===== config.mk =====
export PLATFORM = sky130hd
export DESIGN_NAME = mac_dot_seq
export DESIGN_NICKNAME = d
export VERILOG_FILES = /design/src/rtl/mac_dot_seq.sv
export SDC_FILE = /design/constraint.sdc
export NUM_CORES = 1
export LEC_CHECK = 0
export ABC_CLOCK_PERIOD_IN_PS = 17190
export BUFFER_PORTS_ARGS = -buffer_cell sky130_fd_sc_hd__buf_2
export CORE_UTILIZATION = 45
export CTS_BUF_LIST = sky130_fd_sc_hd__clkbuf_16
export DETAILED_ROUTE_END_ITERATION = 8
export PLACE_DENSITY = 0.72
export SLEW_MARGIN = 5
export SYNTH_ARGS = -nofsm -noshare
export SYNTH_HDL_FRONTEND = slang
export SYNTH_SLANG_ARGS = --single-unit

===== constraint.sdc =====
create_clock -name clk -period 17.19 [get_ports clk]
set_input_delay 2.5785 -clock clk [delete_from_list [all_inputs] [get_ports clk]]
set_output_delay 2.5785 -clock clk [all_outputs]
set_load 0.02 [all_outputs]

===== src/rtl/mac_dot_seq.sv =====
`default_nettype none
// ============================================================================
// Module      : mac_dot_seq
// Description : Serial dot-product sequencer around one time-shared MAC;
//               streams operand pairs in, presents the accumulated sum out.
// Revision    : 1.0 - initial release
// ============================================================================
module mac_dot_seq #(
    parameter int A_WIDTH   = 16,
    parameter int B_WIDTH   = 16,
    parameter int LEN_WIDTH = 8
) (
    input  logic                       clk,
    input  logic                       rst_n,
    input  logic                       start,
    input  logic [LEN_WIDTH-1:0]       len,
    input  logic                       tc,
    output logic                       busy,
    input  logic [A_WIDTH-1:0]         a_in,
    input  logic [B_WIDTH-1:0]         b_in,
    input  logic                       op_valid,
    output logic                       op_ready,
    output logic [A_WIDTH+B_WIDTH-1:0] result,
    output logic                       res_valid,
    input  logic                       res_ready
);

    localparam int c_WIDTH = A_WIDTH + B_WIDTH;

    localparam logic [1:0] c_IDLE  = 2'd0;
    localparam logic [1:0] c_ACCUM = 2'd1;
    localparam logic [1:0] c_DONE  = 2'd2;

    localparam logic [LEN_WIDTH-1:0] c_ONE = {{(LEN_WIDTH-1){1'b0}}, 1'b1};

    logic [1:0]           r_state;
    logic [c_WIDTH-1:0]   r_acc;
    logic [LEN_WIDTH-1:0] r_remaining;
    logic                 r_tc;
    logic [c_WIDTH-1:0]   r_result;
    logic                 r_res_valid;

    logic [c_WIDTH-1:0]   w_a_ext;
    logic [c_WIDTH-1:0]   w_b_ext;
    logic [c_WIDTH-1:0]   w_sum;
    logic                 w_xfer;

    // Extension sign bit is gated by the latched signedness, so one multiplier
    // serves both modes; only the low c_WIDTH bits of product and sum are kept.
    assign w_a_ext = {{B_WIDTH{a_in[A_WIDTH-1] & r_tc}}, a_in};
    assign w_b_ext = {{A_WIDTH{b_in[B_WIDTH-1] & r_tc}}, b_in};
    assign w_sum   = (w_a_ext * w_b_ext) + r_acc;
    assign w_xfer  = op_valid && (r_state == c_ACCUM);

    assign op_ready  = (r_state == c_ACCUM);
    assign busy      = (r_state != c_IDLE);
    assign result    = r_result;
    assign res_valid = r_res_valid;

    always_ff @(posedge clk) begin
        if (!rst_n) begin
            r_state     <= c_IDLE;
            r_acc       <= '0;
            r_remaining <= '0;
            r_tc        <= 1'b0;
            r_result    <= '0;
            r_res_valid <= 1'b0;
        end else begin
            case (r_state)
                c_IDLE: begin
                    if (start) begin
                        r_tc        <= tc;
                        r_remaining <= len;
                        r_acc       <= '0;
                        if (len == '0) begin
                            r_result    <= '0;
                            r_res_valid <= 1'b1;
                            r_state     <= c_DONE;
                        end else begin
                            r_state <= c_ACCUM;
                        end
                    end
                end
                c_ACCUM: begin
                    if (w_xfer) begin
                        r_acc       <= w_sum;
                        r_remaining <= r_remaining - c_ONE;
                        if (r_remaining == c_ONE) begin
                            r_result    <= w_sum;
                            r_res_valid <= 1'b1;
                            r_state     <= c_DONE;
                        end
                    end
                end
                c_DONE: begin
                    if (res_ready) begin
                        r_res_valid <= 1'b0;
                        r_state     <= c_IDLE;
                    end
                end
                default: begin
                    r_state     <= c_IDLE;
                    r_res_valid <= 1'b0;
                end
            endcase
        end
    end

endmodule
`default_nettype wire

Yosys cells after proc, flatten, opt, wreduce, memory -nomap -nowiden

Index checks and enable logic that the tools add are counted.

Reduce and logical (&&, ||, !) cells: 10
Shift-type cells: 0
Magnitude comparators: 0
Multiply operators: 1
Multiplexer cells: 23
Add/sub/neg operators: 2
Equality and inequality tests: 8
Divide/modulo/power cells: 0
Bitwise logic cells: 2

Operator list:

| kind                                                   | count |
|---|---|
| 2-to-1 mux 32 bit                                      | 6 |
| case mux 32 bit (2 select lines)                       | 2 |
| adder 32 bit                                           | 1 |
| multiplier 17 x 17 -> 32 bit                           | 1 |
| 2-to-1 mux 8 bit                                       | 2 |
| case mux 8 bit (2 select lines)                        | 1 |
| 2-to-1 mux 2 bit                                       | 5 |
| AND reduction 5 bit                                    | 2 |
| equality test 8 x 1 -> 1 bit (second input constant)   | 1 |
| zero test 8 bit                                        | 1 |
| subtractor 8 x 1 -> 8 bit (second input constant)      | 1 |
| inequality test 2 bit (second input constant)          | 3 |
| case mux 2 bit (3 select lines)                        | 1 |
| 2-to-1 mux 1 bit                                       | 5 |
| inequality test 2 x 1 -> 1 bit (second input constant) | 2 |
| AND reduction 4 bit                                    | 1 |
| nonzero test 2 bit                                     | 2 |
| case mux 1 bit (3 select lines)                        | 1 |
| AND reduction 3 bit                                    | 1 |
| AND 1 bit                                              | 2 |
| equality test 2 x 1 -> 1 bit (second input constant)   | 1 |
| equality test 2 bit (second input constant)            | 1 |
| zero test 2 bit                                        | 1 |
| AND reduction 2 bit                                    | 1 |
| logical AND 1 bit                                      | 1 |

Memories kept: 0
Bits in latches: 0
Memory bits (writable): 0
Logic and storage cells: 52
Output and inout bits: 35
Bits in read-only memories: 0
Register bits: 76

Logic depth before layout (Yosys ltp)

Gate-level depths: netlist of the first run.

Depth after elaboration: 6
Depth in mapped cells: 25
Depth with buffers taken out: 24

Worst setup path before layout of the first run

Ideal clock, no wire load.

Path kind: input to register
From: input a_in[15]
To: register r_acc[30]
Path buffers: 1
Cell stages on the path: 23
Setup slack: 8.654 ns
Required time: 17.068 ns
Data arrival time: 8.414 ns
Cells stage by stage: and2_1 > clkbuf_1 > nand2_1 > inv_1 > fa_1 > fa_1 > ha_1 > inv_1 > fa_1 > inv_1 > fa_1 > inv_1 > fa_1 > inv_1 > ha_1 > a21oi_1 > o21bai_1 > a221o_1 > a22oi_1 > o31ai_2 > o41ai_4 > nor3_1 > a311o_1

Word-level cells in the longest chain between the ends: 5

RTL lines:

| element                              | RTL line | source |
|---|---|---|
| start: declaration                   | 19       | `input logic [A_WIDTH-1:0] a_in,` |
| AND 1 bit                            | 50       | `assign w_a_ext = {{B_WIDTH{a_in[A_WIDTH-1] & r_tc}}, a_in};` |
| multiplier 17 x 17 -> 32 bit (*)     | 52       | `assign w_sum = (w_a_ext * w_b_ext) + r_acc;` |
| adder 32 bit (*)                     | 52       |  |
| 2-to-1 mux 32 bit (*)                | 85       | `if (w_xfer) begin` |
| case mux 32 bit (2 select lines) (*) | 69       | `case (r_state)` |
| end signal: assignment               | 86       | `r_acc <= w_sum;` |
| end: declaration                     | 37       | `logic [c_WIDTH-1:0] r_acc;` |

Every way passes the cells marked *; elsewhere a longest branch is shown, timed or not. The select of a mux whose other input is x is not followed.
A chain may end at the register's enable or synchronous reset.

Worst setup path in the final report of the first run

From: input a_in[15]
To: register r_result[29] (netlist: result[29])

Word-level cells in the longest chain between the ends: 6

RTL lines:

| element                              | RTL line | source |
|---|---|---|
| AND 1 bit                            | 50       |  |
| multiplier 17 x 17 -> 32 bit (*)     | 52       |  |
| adder 32 bit (*)                     | 52       |  |
| 2-to-1 mux 32 bit (*)                | 88       | `if (r_remaining == c_ONE) begin` |
| 2-to-1 mux 32 bit (*)                | 85       |  |
| case mux 32 bit (2 select lines) (*) | 69       |  |
| end signal: assignment               | 89       | `r_result <= w_sum;` |
| end: declaration                     | 40       | `logic [c_WIDTH-1:0] r_result;` |

Marks and branches as above.

==> impl_metrics.json, run 1 <==
{
  "status": "completed",
  "grt_pass1_vias": 11862,
  "core_sq_um": 32620,
  "drive_gt1_share_pct": 6.505,
  "routedWlPerCell_um": 16.24,
  "grt_start_max_net_pins": 51,
  "grt_pass1_wl_um": 59970,
  "worstPathMaxFanout": 25,
  "setup_viol": 0,
  "period_minus_slack_ns": 9.137,
  "dr_wl_met2_um": 18010,
  "synth-edff-count": 0,
  "top_layer": "met4",
  "dieArea_sq_um": 33910,
  "route.met3.wl_um": 1826,
  "ctsRootBufferMaster": "clkbuf_16",
  "firstDrtPassIters": 7,
  "dp_hpwl_um": 29970,
  "io_buffers": 80,
  "hold_violations": 0,
  "seq_area_frac_synth_pct": 10.19,
  "avgSynthCellArea_sq_um": 8.747,
  "syn_inst": 1707,
  "clk_latency_ns": 0.33,
  "crit_path_end_kind": "register",
  "timing.final.max_slew_violations": 0,
  "row_count": 66,
  "synth-seq-cells": 76,
  "finalWirelength_um": 35390,
  "tritoncts": "yes",
  "critPathLaunchType": "primary input",
  "synth_ff_type": "dfxtp_1",
  "vias": 11180,
  "grt_overflow": 0,
  "period_share_pct": 53.15,
  "cts-resized-gates": 0,
  "antenna_left": 0,
  "syn_area_sq_um": 14930,
  "synth_warnings": 0,
  "synth.distinct_cells": 52,
  "drc": 0,
  "cts_setup_buffers": 0,
  "met1_length_um": 14970,
  "die_h_um": 184.2,
  "cts_buffers": 9,
  "clock_sinks": 76,
  "fp.dieW_um": 184.2,
  "worst_slew_margin_rel_pct": 28.21,
  "ctsHoldBuffers": 0,
  "min_path_type": "register to register",
  "synth_nets": 2173,
  "h-tree-depth": 3,
  "drt_iter0_drc": 647,
  "worstPathRequired_ns": 17.42,
  "via_per_inst": 5.128,
  "final_nets": 2198,
  "area_growth_pct": 7.030,
  "tns_ns": 0,
  "arrival_ns": 9.36,
  "cap_viol_max_count": 0,
  "path_class": "primary input to register",
  "rsz0062_at_grt": "no",
  "gp_congestion": 0.8931,
  "pin_count": 81,
  "ys_async_sr_fraction_pct": 0,
  "antenna_found_initial": 1,
  "fin_skew_ns": 0.007895,
  "cts.path.max_buffers": 2,
  "cts.clk_slew.worst_paths_ns": 0.06,
  "floorplan.initialDensity_pct": 45.78,
  "grt_usage_pct": 22.49,
  "worstMarginPinSlew_ns": 1.069,
  "clock.fmax_mhz": 109.4
}
-- stage by stage --
stage          hold WS (ns)  area [sq um]  setup slack, ns  instances  util (%)
2_1_floorplan        0.4406         14930            8.654       1707         -
3_3_place_gp         0.4413         15660            7.989       2163     48.02
3_5_place_dp         0.4473         15660            7.768       2163     48.02
4_1_cts              0.4549         15980            8.096       2179     48.99
5_1_grt              0.4799         15980            7.580       2179     48.99
6_report             0.4532         15980            8.053       2180     49.00
-- registers in the layout, summed over array words and instances (netlist names) --
name	count
r_acc	32
result	32
r_remaining	8
r_state	2
r_tc	1
res_valid	1
-- final cells by class --
cell class | count | area (sq um)
fill | 3089 | 16640
antenna | 1 | 2.502
multi-input combinational | 1123 | 11510
sequential | 76 | 1521
timing repair buffer | 86 | 445.4
tap | 442 | 553.0
clock buffer | 9 | 225.2
inverter | 436 | 1637
clock inverter | 7 | 90.09
-- cells in the final DEF, fill, tap and decap left out, types with 4 or more instances in the layout --
master / n
inv_1: 435
fa_1: 321
nand2_1: 209
and2_1: 125
ha_1: 99
buf_2: 80
dfxtp_1: 76
a21oi_1: 66
nor2_1: 59
nand3_1: 46
xnor2_1: 30
o21ai_0: 19
nor3_1: 19
and3_1: 14
a32o_1: 10
xor2_1: 9
a22oi_1: 9
clkbuf_16: 9
or3_1: 8
a21o_1: 6
nor4_1: 6
buf_4: 6
or2_2: 5
a211oi_1: 5
o211ai_1: 5
o31ai_1: 4
o21bai_1: 4
o21a_1: 4
o31a_1: 4
-- cell families (layout without fill, tap and decap cells) --
group / after synthesis / in the layout / synth area share [%]
buf+inv: 508 / 538 / 12.77
simple gates: 506 / 506 / 16.31
fa+ha+maj: 420 / 420 / 51.33
compound gates: 156 / 156 / 6.980
flops: 76 / 76 / 10.19
xor+xnor: 39 / 39 / 2.288
mux: 2 / 2 / 0.1341
other cells: 0 / 1 / 0
-- cell usage after synthesis (all sizes together) (14+ instances only) --
cell	n	area (sq um)
nand2	209	784.5
fa	321	6426
nor2	59	221.5
xnor2	30	262.8
nand3	46	230.2
o21ai	22	110.1
and3	14	87.58
clkbuf	65	244.0
and2	125	782.0
ha	99	1239
dfxtp	76	1521
a21oi	67	335.3
inv	436	1637
nor3	20	111.4
-- worst paths after layout --
check | from | endpoint | slack (ns) | cells past startpoint
setup / recovery | a_in[15] | result[29] | 8.05 | 23
hold / removal | result[26] | result[26] | 0.45 | 2
setup reg to reg | r_tc | result[29] | 9.98 | 22
hold reg to reg | result[26] | result[26] | 0.45 | 2
-- per-layer routing --
metal  track usage, %  up-vias
li1                 -     5135
met2            39.64      295
met4            5.267        0
met3            2.746       41
met5                0        -
met1            29.44     5709
-- worst max-delay path, stage by stage --
cell and delay [ns]:
buf_2 0.32, and2_1 0.33, nand2_1 0.20, inv_1 0.64, fa_1 0.54, inv_1 0.09, fa_1 0.44, fa_1 0.49
fa_1 0.52, inv_1 0.06, fa_1 0.54, inv_1 0.05, fa_1 0.48, inv_1 0.05, ha_1 0.35, nand2_1 0.12
o21ai_0 0.25, nor2b_1 0.10, a211oi_1 0.53, o41ai_2 0.17, nor2b_1 0.16, xnor2_1 0.15, a32o_1 0.21
Power of run 1 is not shown: default switching activity piles up to over one toggle a cycle in this logic, so the estimate is an artifact.
==> inputs of run 2 (changes only) <==
--- a/config.mk
+++ b/config.mk
@@ -5,7 +5,7 @@
 export SDC_FILE = /design/constraint.sdc
 export NUM_CORES = 1
 export LEC_CHECK = 0
-export ABC_CLOCK_PERIOD_IN_PS = 17190
+export ABC_CLOCK_PERIOD_IN_PS = 9400
 export BUFFER_PORTS_ARGS = -buffer_cell sky130_fd_sc_hd__buf_2
 export CORE_UTILIZATION = 45
 export CTS_BUF_LIST = sky130_fd_sc_hd__clkbuf_16
==> constraint.sdc (replaced) <==
create_clock -name clk -period 9.4 [get_ports clk]
set_input_delay 1.41 -clock clk [delete_from_list [all_inputs] [get_ports clk]]
set_output_delay 1.41 -clock clk [all_outputs]
set_load 0.02 [all_outputs]
==> run 2 against run 1 <==
Critical path depth stayed put. Setup slack worse by 6.6 ns. Die area stayed put. Core utilization is 0.15 points lower. Via count hardly changed. Clock skew is 0.00084 ns lower. Sequential cell count stayed put. Final cell count stayed put. Largest cell class unchanged.
==> impl_metrics.json, run 2 (synthesis results as in run 1) <==
{
  "via_per_inst": 5.132,
  "tritoncts": "yes",
  "design_area_sq_um": 15930,
  "worstPathRequired_ns": 9.63,
  "critPathLaunchType": "primary input",
  "drive_gt1_share_pct": 6.563,
  "ctsRootBufferMaster": "clkbuf_16",
  "period_minus_slack_ns": 7.968,
  "clk_latency_ns": 0.33,
  "dp_hpwl_um": 30010,
  "min-delay-start": "result[2]",
  "grt_pass1_vias": 11927,
  "hold_violations": 0,
  "fillers": 3087,
  "row_count": 66,
  "rsz0062_at_grt": "no",
  "r2r_slack_ns": 2.11,
  "path_class": "primary input to register",
  "antenna_left": 0,
  "fp.dieW_um": 184.2,
  "grt_usage_pct": 22.51,
  "grt_start_max_net_pins": 51,
  "cts.path.max_buffers": 2,
  "min_path_type": "register to register",
  "final_nets": 2198,
  "regToRegEndpoint": "result[29]",
  "worstPathMaxFanout": 25,
  "final_cell_mix": "435 x inv_1, 321 x fa_1, 209 x nand2_1, 125 x and2_1, 99 x ha_1",
  "floorplan.initialDensity_pct": 45.78,
  "timing.final.max_slew_violations": 0,
  "tns_ns": 0,
  "pin_count": 81,
  "firstDrtPassIters": 5,
  "placed_cell_area_sq_um": 15660,
  "cts_setup_buffers": 0,
  "worstMarginPinSlew_ns": 0.9597,
  "cts-resized-gates": 0,
  "cts_buffers": 9,
  "die_h_um": 184.2,
  "drt_iter0_drc": 734,
  "holdWs_ns": 0.4532,
  "gp_congestion": 0.8931,
  "antenna_found_initial": 1,
  "grt_overflow": 0,
  "crit_path_end_kind": "register",
  "clock_sinks": 76,
  "setup_viol": 0,
  "dieArea_sq_um": 33910,
  "ctsHoldBuffers": 0,
  "routedWlPerCell_um": 16.21,
  "core_sq_um": 32620,
  "r2r-start": "r_tc",
  "finalWirelength_um": 35340,
  "cap_viol_max_count": 0,
  "area_growth_pct": 6.712,
  "io_buffers": 80,
  "period_share_pct": 84.77,
  "final_common_cell": "inv_1",
  "cts.clk_slew.worst_paths_ns": 0.06,
  "worst_slew_margin_rel_pct": 35.53,
  "hold_path_end": "result[2]",
  "fin_skew_ns": 0.007059,
  "drc": 0,
  "h-tree-depth": 3,
  "ff2ff_path_depth": 22,
  "grt_pass1_wl_um": 60290,
  "arrival_ns": 8.20,
  "hold_path_depth": 2,
  "status": "completed",
  "clock.fmax_mhz": 125.5,
  "vias": 11188
}
run 2: cell count changes in the layout (fill, tap and decap cells not counted):
cell        previous run  this run
clkinvlp_4             0         2
clkinv_2               1         3
clkinv_4               1         0
clkinv_1               2         1
bufinv_16              2         0
run 2: critical path, stage by stage:
cell	delay [ns]
buf_2	0.32
and2_1	0.33
nand2_1	0.20
inv_1	0.64
fa_1	0.54
inv_1	0.09
fa_1	0.44
fa_1	0.49
fa_1	0.52
inv_1	0.06
fa_1	0.54
inv_1	0.05
fa_1	0.48
inv_1	0.04
ha_1	0.35
nand2_1	0.11
o21ai_0	0.26
nor2b_1	0.12
a211oi_1	0.53
o41ai_2	0.16
nor2b_1	0.16
xnor2_1	0.15
a32o_1	0.21
run 2: per-layer routing:
metal | vias up | part of all wire [%] | GRT usage, %
met3 | 62 | 4.5 | 2.766
met2 | 277 | 51 | 39.58
met4 | 0 | 2.1 | 5.500
met5 | - | 0 | 0
met1 | 5720 | 43 | 29.44
li1 | 5129 | - | -
run 2: worst max-delay path by stage:
stage | from | endpoint | slack, ns
3_3_place_gp | a_in[15] | r_acc[29] | 1.37
6_report | a_in[15] | result[29] | 1.43
3_5_place_dp | a_in[15] | r_acc[30] | 1.17
2_1_floorplan | a_in[15] | r_acc[30] | 2.03
4_1_cts | a_in[15] | result[29] | 1.49
5_1_grt | a_in[15] | result[25] | 0.96
run 2: cell type report:
type / count / area (sq um) / area share (%)
diodes: 1 / 2.502 / 0.01570
clock buffers: 9 / 225.2 / 1.413
clock inverters: 7 / 42.54 / 0.2670
inverters: 436 / 1637 / 10.27
multi-input cells: 1123 / 11510 / 72.22
flip-flops and latches: 76 / 1521 / 9.549
well taps: 442 / 553.0 / 3.471
repair buffers: 86 / 445.4 / 2.795
run 2: stage by stage:
step	instances	util (%)	worst slack, ns
detailed placement	2163	48.02	1.170
finish	2180	48.85	1.432
floorplan	1707	-	2.033
global placement	2163	48.02	1.368
CTS	2179	48.84	1.493
global route	2179	48.84	0.9584
Power of run 2 is left out for the same reason.
==> inputs of run 3 (changes only) <==
--- a/config.mk
+++ b/config.mk
@@ -5,7 +5,8 @@
 export SDC_FILE = /design/constraint.sdc
 export NUM_CORES = 1
 export LEC_CHECK = 0
-export ABC_CLOCK_PERIOD_IN_PS = 9400
+export ABC_AREA = 1
+export ABC_CLOCK_PERIOD_IN_PS = 8000
 export BUFFER_PORTS_ARGS = -buffer_cell sky130_fd_sc_hd__buf_2
 export CORE_UTILIZATION = 45
 export CTS_BUF_LIST = sky130_fd_sc_hd__clkbuf_16
==> constraint.sdc (replaced) <==
create_clock -name clk -period 8 [get_ports clk]
set_input_delay 1.2 -clock clk [delete_from_list [all_inputs] [get_ports clk]]
set_output_delay 1.2 -clock clk [all_outputs]
set_load 0.02 [all_outputs]
==> run 3 against run 2 <==
Routed wire length increased by 8.6%. Synthesized area rose by 4.5%. Clock skew is 0.0024 ns lower. First-iteration DRC count grew 5.7%. Critical path depth decreased by 1. Sequential cell count unchanged. Setup slack worse by 0.70 ns. Sequential share of layout area down 0.35 points. Hold slack better by 0.032 ns. Register-to-register slack worse by 1.2 ns. Critical endpoint is now r_acc[25]. Highest routed layer unchanged.
==> impl_metrics.json, run 3 <==
{
  "grt_start_max_net_pins": 73,
  "tns_ns": 0,
  "row_count": 67,
  "grt_overflow": 0,
  "ys_async_sr_fraction_pct": 0,
  "status": "completed",
  "period_minus_slack_ns": 7.265,
  "setup_viol": 0,
  "regToRegEndpoint": "r_acc[25]",
  "clk_latency_ns": 0.34,
  "gp_congestion": 0.9010,
  "grt_pass1_vias": 13065,
  "final_nets": 2498,
  "period_share_pct": 90.81,
  "yosys.area.top_type_share_pct": 41.19,
  "endpoint": "r_acc[25]",
  "fp.dieW_um": 188.2,
  "antenna_left": 0,
  "startpoint": "a_in[15]",
  "synth.distinct_cells": 40,
  "worstPathMaxFanout": 8,
  "seq_area_sq_um": 1521,
  "core_sq_um": 33780,
  "io_buffers": 80,
  "yosysMostFrequentCell": "inv_1",
  "cts.path.max_buffers": 2,
  "final_common_cell": "inv_1",
  "final_cell_mix": "619 x inv_1, 406 x nand2_1, 321 x fa_1, 107 x a21oi_1, 99 x ha_1",
  "cts.clk_slew.worst_paths_ns": 0.06,
  "r2r-start": "r_tc",
  "path_class": "primary input to register",
  "arrival_ns": 7.46,
  "routedWlPerCell_um": 15.45,
  "ctsRootBufferMaster": "clkbuf_16",
  "clock_sinks": 76,
  "antenna_found_initial": 0,
  "rsz0062_at_grt": "no",
  "cap_viol_max_count": 0,
  "vias": 12230,
  "grt_usage_pct": 23.27,
  "crit_path_end_kind": "register",
  "dp_hpwl_um": 32730,
  "die_h_um": 188.2,
  "dieArea_sq_um": 35420,
  "synth-edff-count": 0,
  "r2r_slack_ns": 0.93,
  "tritoncts": "yes",
  "synth_ff_type": "dfxtp_1",
  "synthTopCellsByArea": "fa_1 41%, inv_1 15%, nand2_1 9.8%, dfxtp_1 9.8%, ha_1 7.9%",
  "drc": 0,
  "utilization_pct": 48.94,
  "syn_area_sq_um": 15600,
  "synth-seq-cells": 76,
  "synth_warnings": 0,
  "timing.final.max_slew_violations": 0,
  "worstMarginPinSlew_ns": 1.100,
  "pin_count": 81,
  "syn_inst": 2027,
  "cts-resized-gates": 0,
  "cts_setup_buffers": 0,
  "floorplan.initialDensity_pct": 46.18,
  "hold_violations": 0,
  "ff2ff_path_depth": 21,
  "finalWirelength_um": 38390,
  "worstPathRequired_ns": 8.19,
  "firstDrtPassIters": 5,
  "avgSynthCellArea_sq_um": 7.697,
  "drt_iter0_drc": 776,
  "synth_area_leader_cell": "fa_1",
  "via_per_inst": 4.922,
  "ctsHoldBuffers": 0,
  "fin_skew_ns": 0.004631,
  "fillers": 3193,
  "critPathLaunchType": "primary input",
  "area_growth_pct": 5.967,
  "seq_area_frac_synth_pct": 9.751,
  "drive_gt1_share_pct": 6.382,
  "synth_common_cells": "619 x inv_1, 406 x nand2_1, 321 x fa_1, 107 x a21oi_1, 99 x ha_1",
  "clock.fmax_mhz": 137.6,
  "antennaDiodeCount": 0,
  "cts_buffers": 9,
  "worst_slew_margin_rel_pct": 26.53,
  "synth_nets": 2493,
  "min_path_type": "register to register",
  "h-tree-depth": 3,
  "multi_input_area_sq_um": 11340,
  "grt_pass1_wl_um": 66500
}
==> run 3: cell type report <==
type                            count  area share (%)
Tap cell                          448           3.390
Sequential cell                    76           9.202
Timing Repair Buffer               85           2.649
Clock inverter                      7          0.5903
Multi-Input combinational cell   1234           68.56
Clock buffer                        9           1.362
Inverter                          626           14.24
==> run 3: logic make-up (layout without fill, tap and decap cells) <==
logic type / after synthesis / count (layout) / share of synthesized area [%]
fa+ha+maj: 420 / 420 / 49.13
xor+xnor: 3 / 3 / 0.1684
flops: 76 / 76 / 9.751
simple gates: 557 / 557 / 14.35
compound gates: 254 / 254 / 9.006
buf+inv: 717 / 727 / 17.59
==> run 3: how the worst min path moves through the flow <==
stage,start,to,slack [ns],depth (start not counted)
CTS,r_remaining[7],r_remaining[7],0.49,2
finish,r_remaining[7],r_remaining[7],0.48,2
detailed placement,res_valid,res_valid,0.48,2
global route,res_valid,res_valid,0.51,2
floorplan,r_remaining[7],r_remaining[7],0.45,2
global placement,res_valid,res_valid,0.45,2
==> run 3: layer usage <==
layer / part of all wire (%) / track usage [%] / vias up
li1: - / - / 5850
met1: 46 / 33.06 / 6040
met2: 47 / 38.15 / 303
met3: 5.4 / 2.924 / 37
met4: 1.4 / 4.847 / 0
met5: 0 / 0 / -
==> run 3: critical path: stages <==
cell     delay (ns)
buf_2          0.09
nand2_1        0.18
inv_1          0.31
nand2_1        0.20
fa_1           0.62
inv_1          0.06
fa_1           0.71
inv_1          0.23
fa_1           0.52
inv_1          0.05
fa_1           0.49
fa_1           0.49
inv_1          0.06
fa_1           0.48
inv_1          0.04
ha_1           0.37
a21oi_1        0.28
o21ai_0        0.23
a21oi_1        0.21
nand3_1        0.18
o21ai_1        0.34
a21oi_1        0.11
==> run 3: metrics by stage <==
step	hold WS [ns]	cell area [sq um]	worst slack (ns)	instances
floorplan	0.4513	15600	1.262	2027
global placement	0.4517	16210	0.4884	2469
detailed placement	0.4760	16210	0.4467	2469
CTS	0.4867	16530	0.7780	2485
global route	0.5106	16530	0.4197	2485
finish	0.4847	16530	0.7351	2485
Power of run 3 is left out for the same reason.
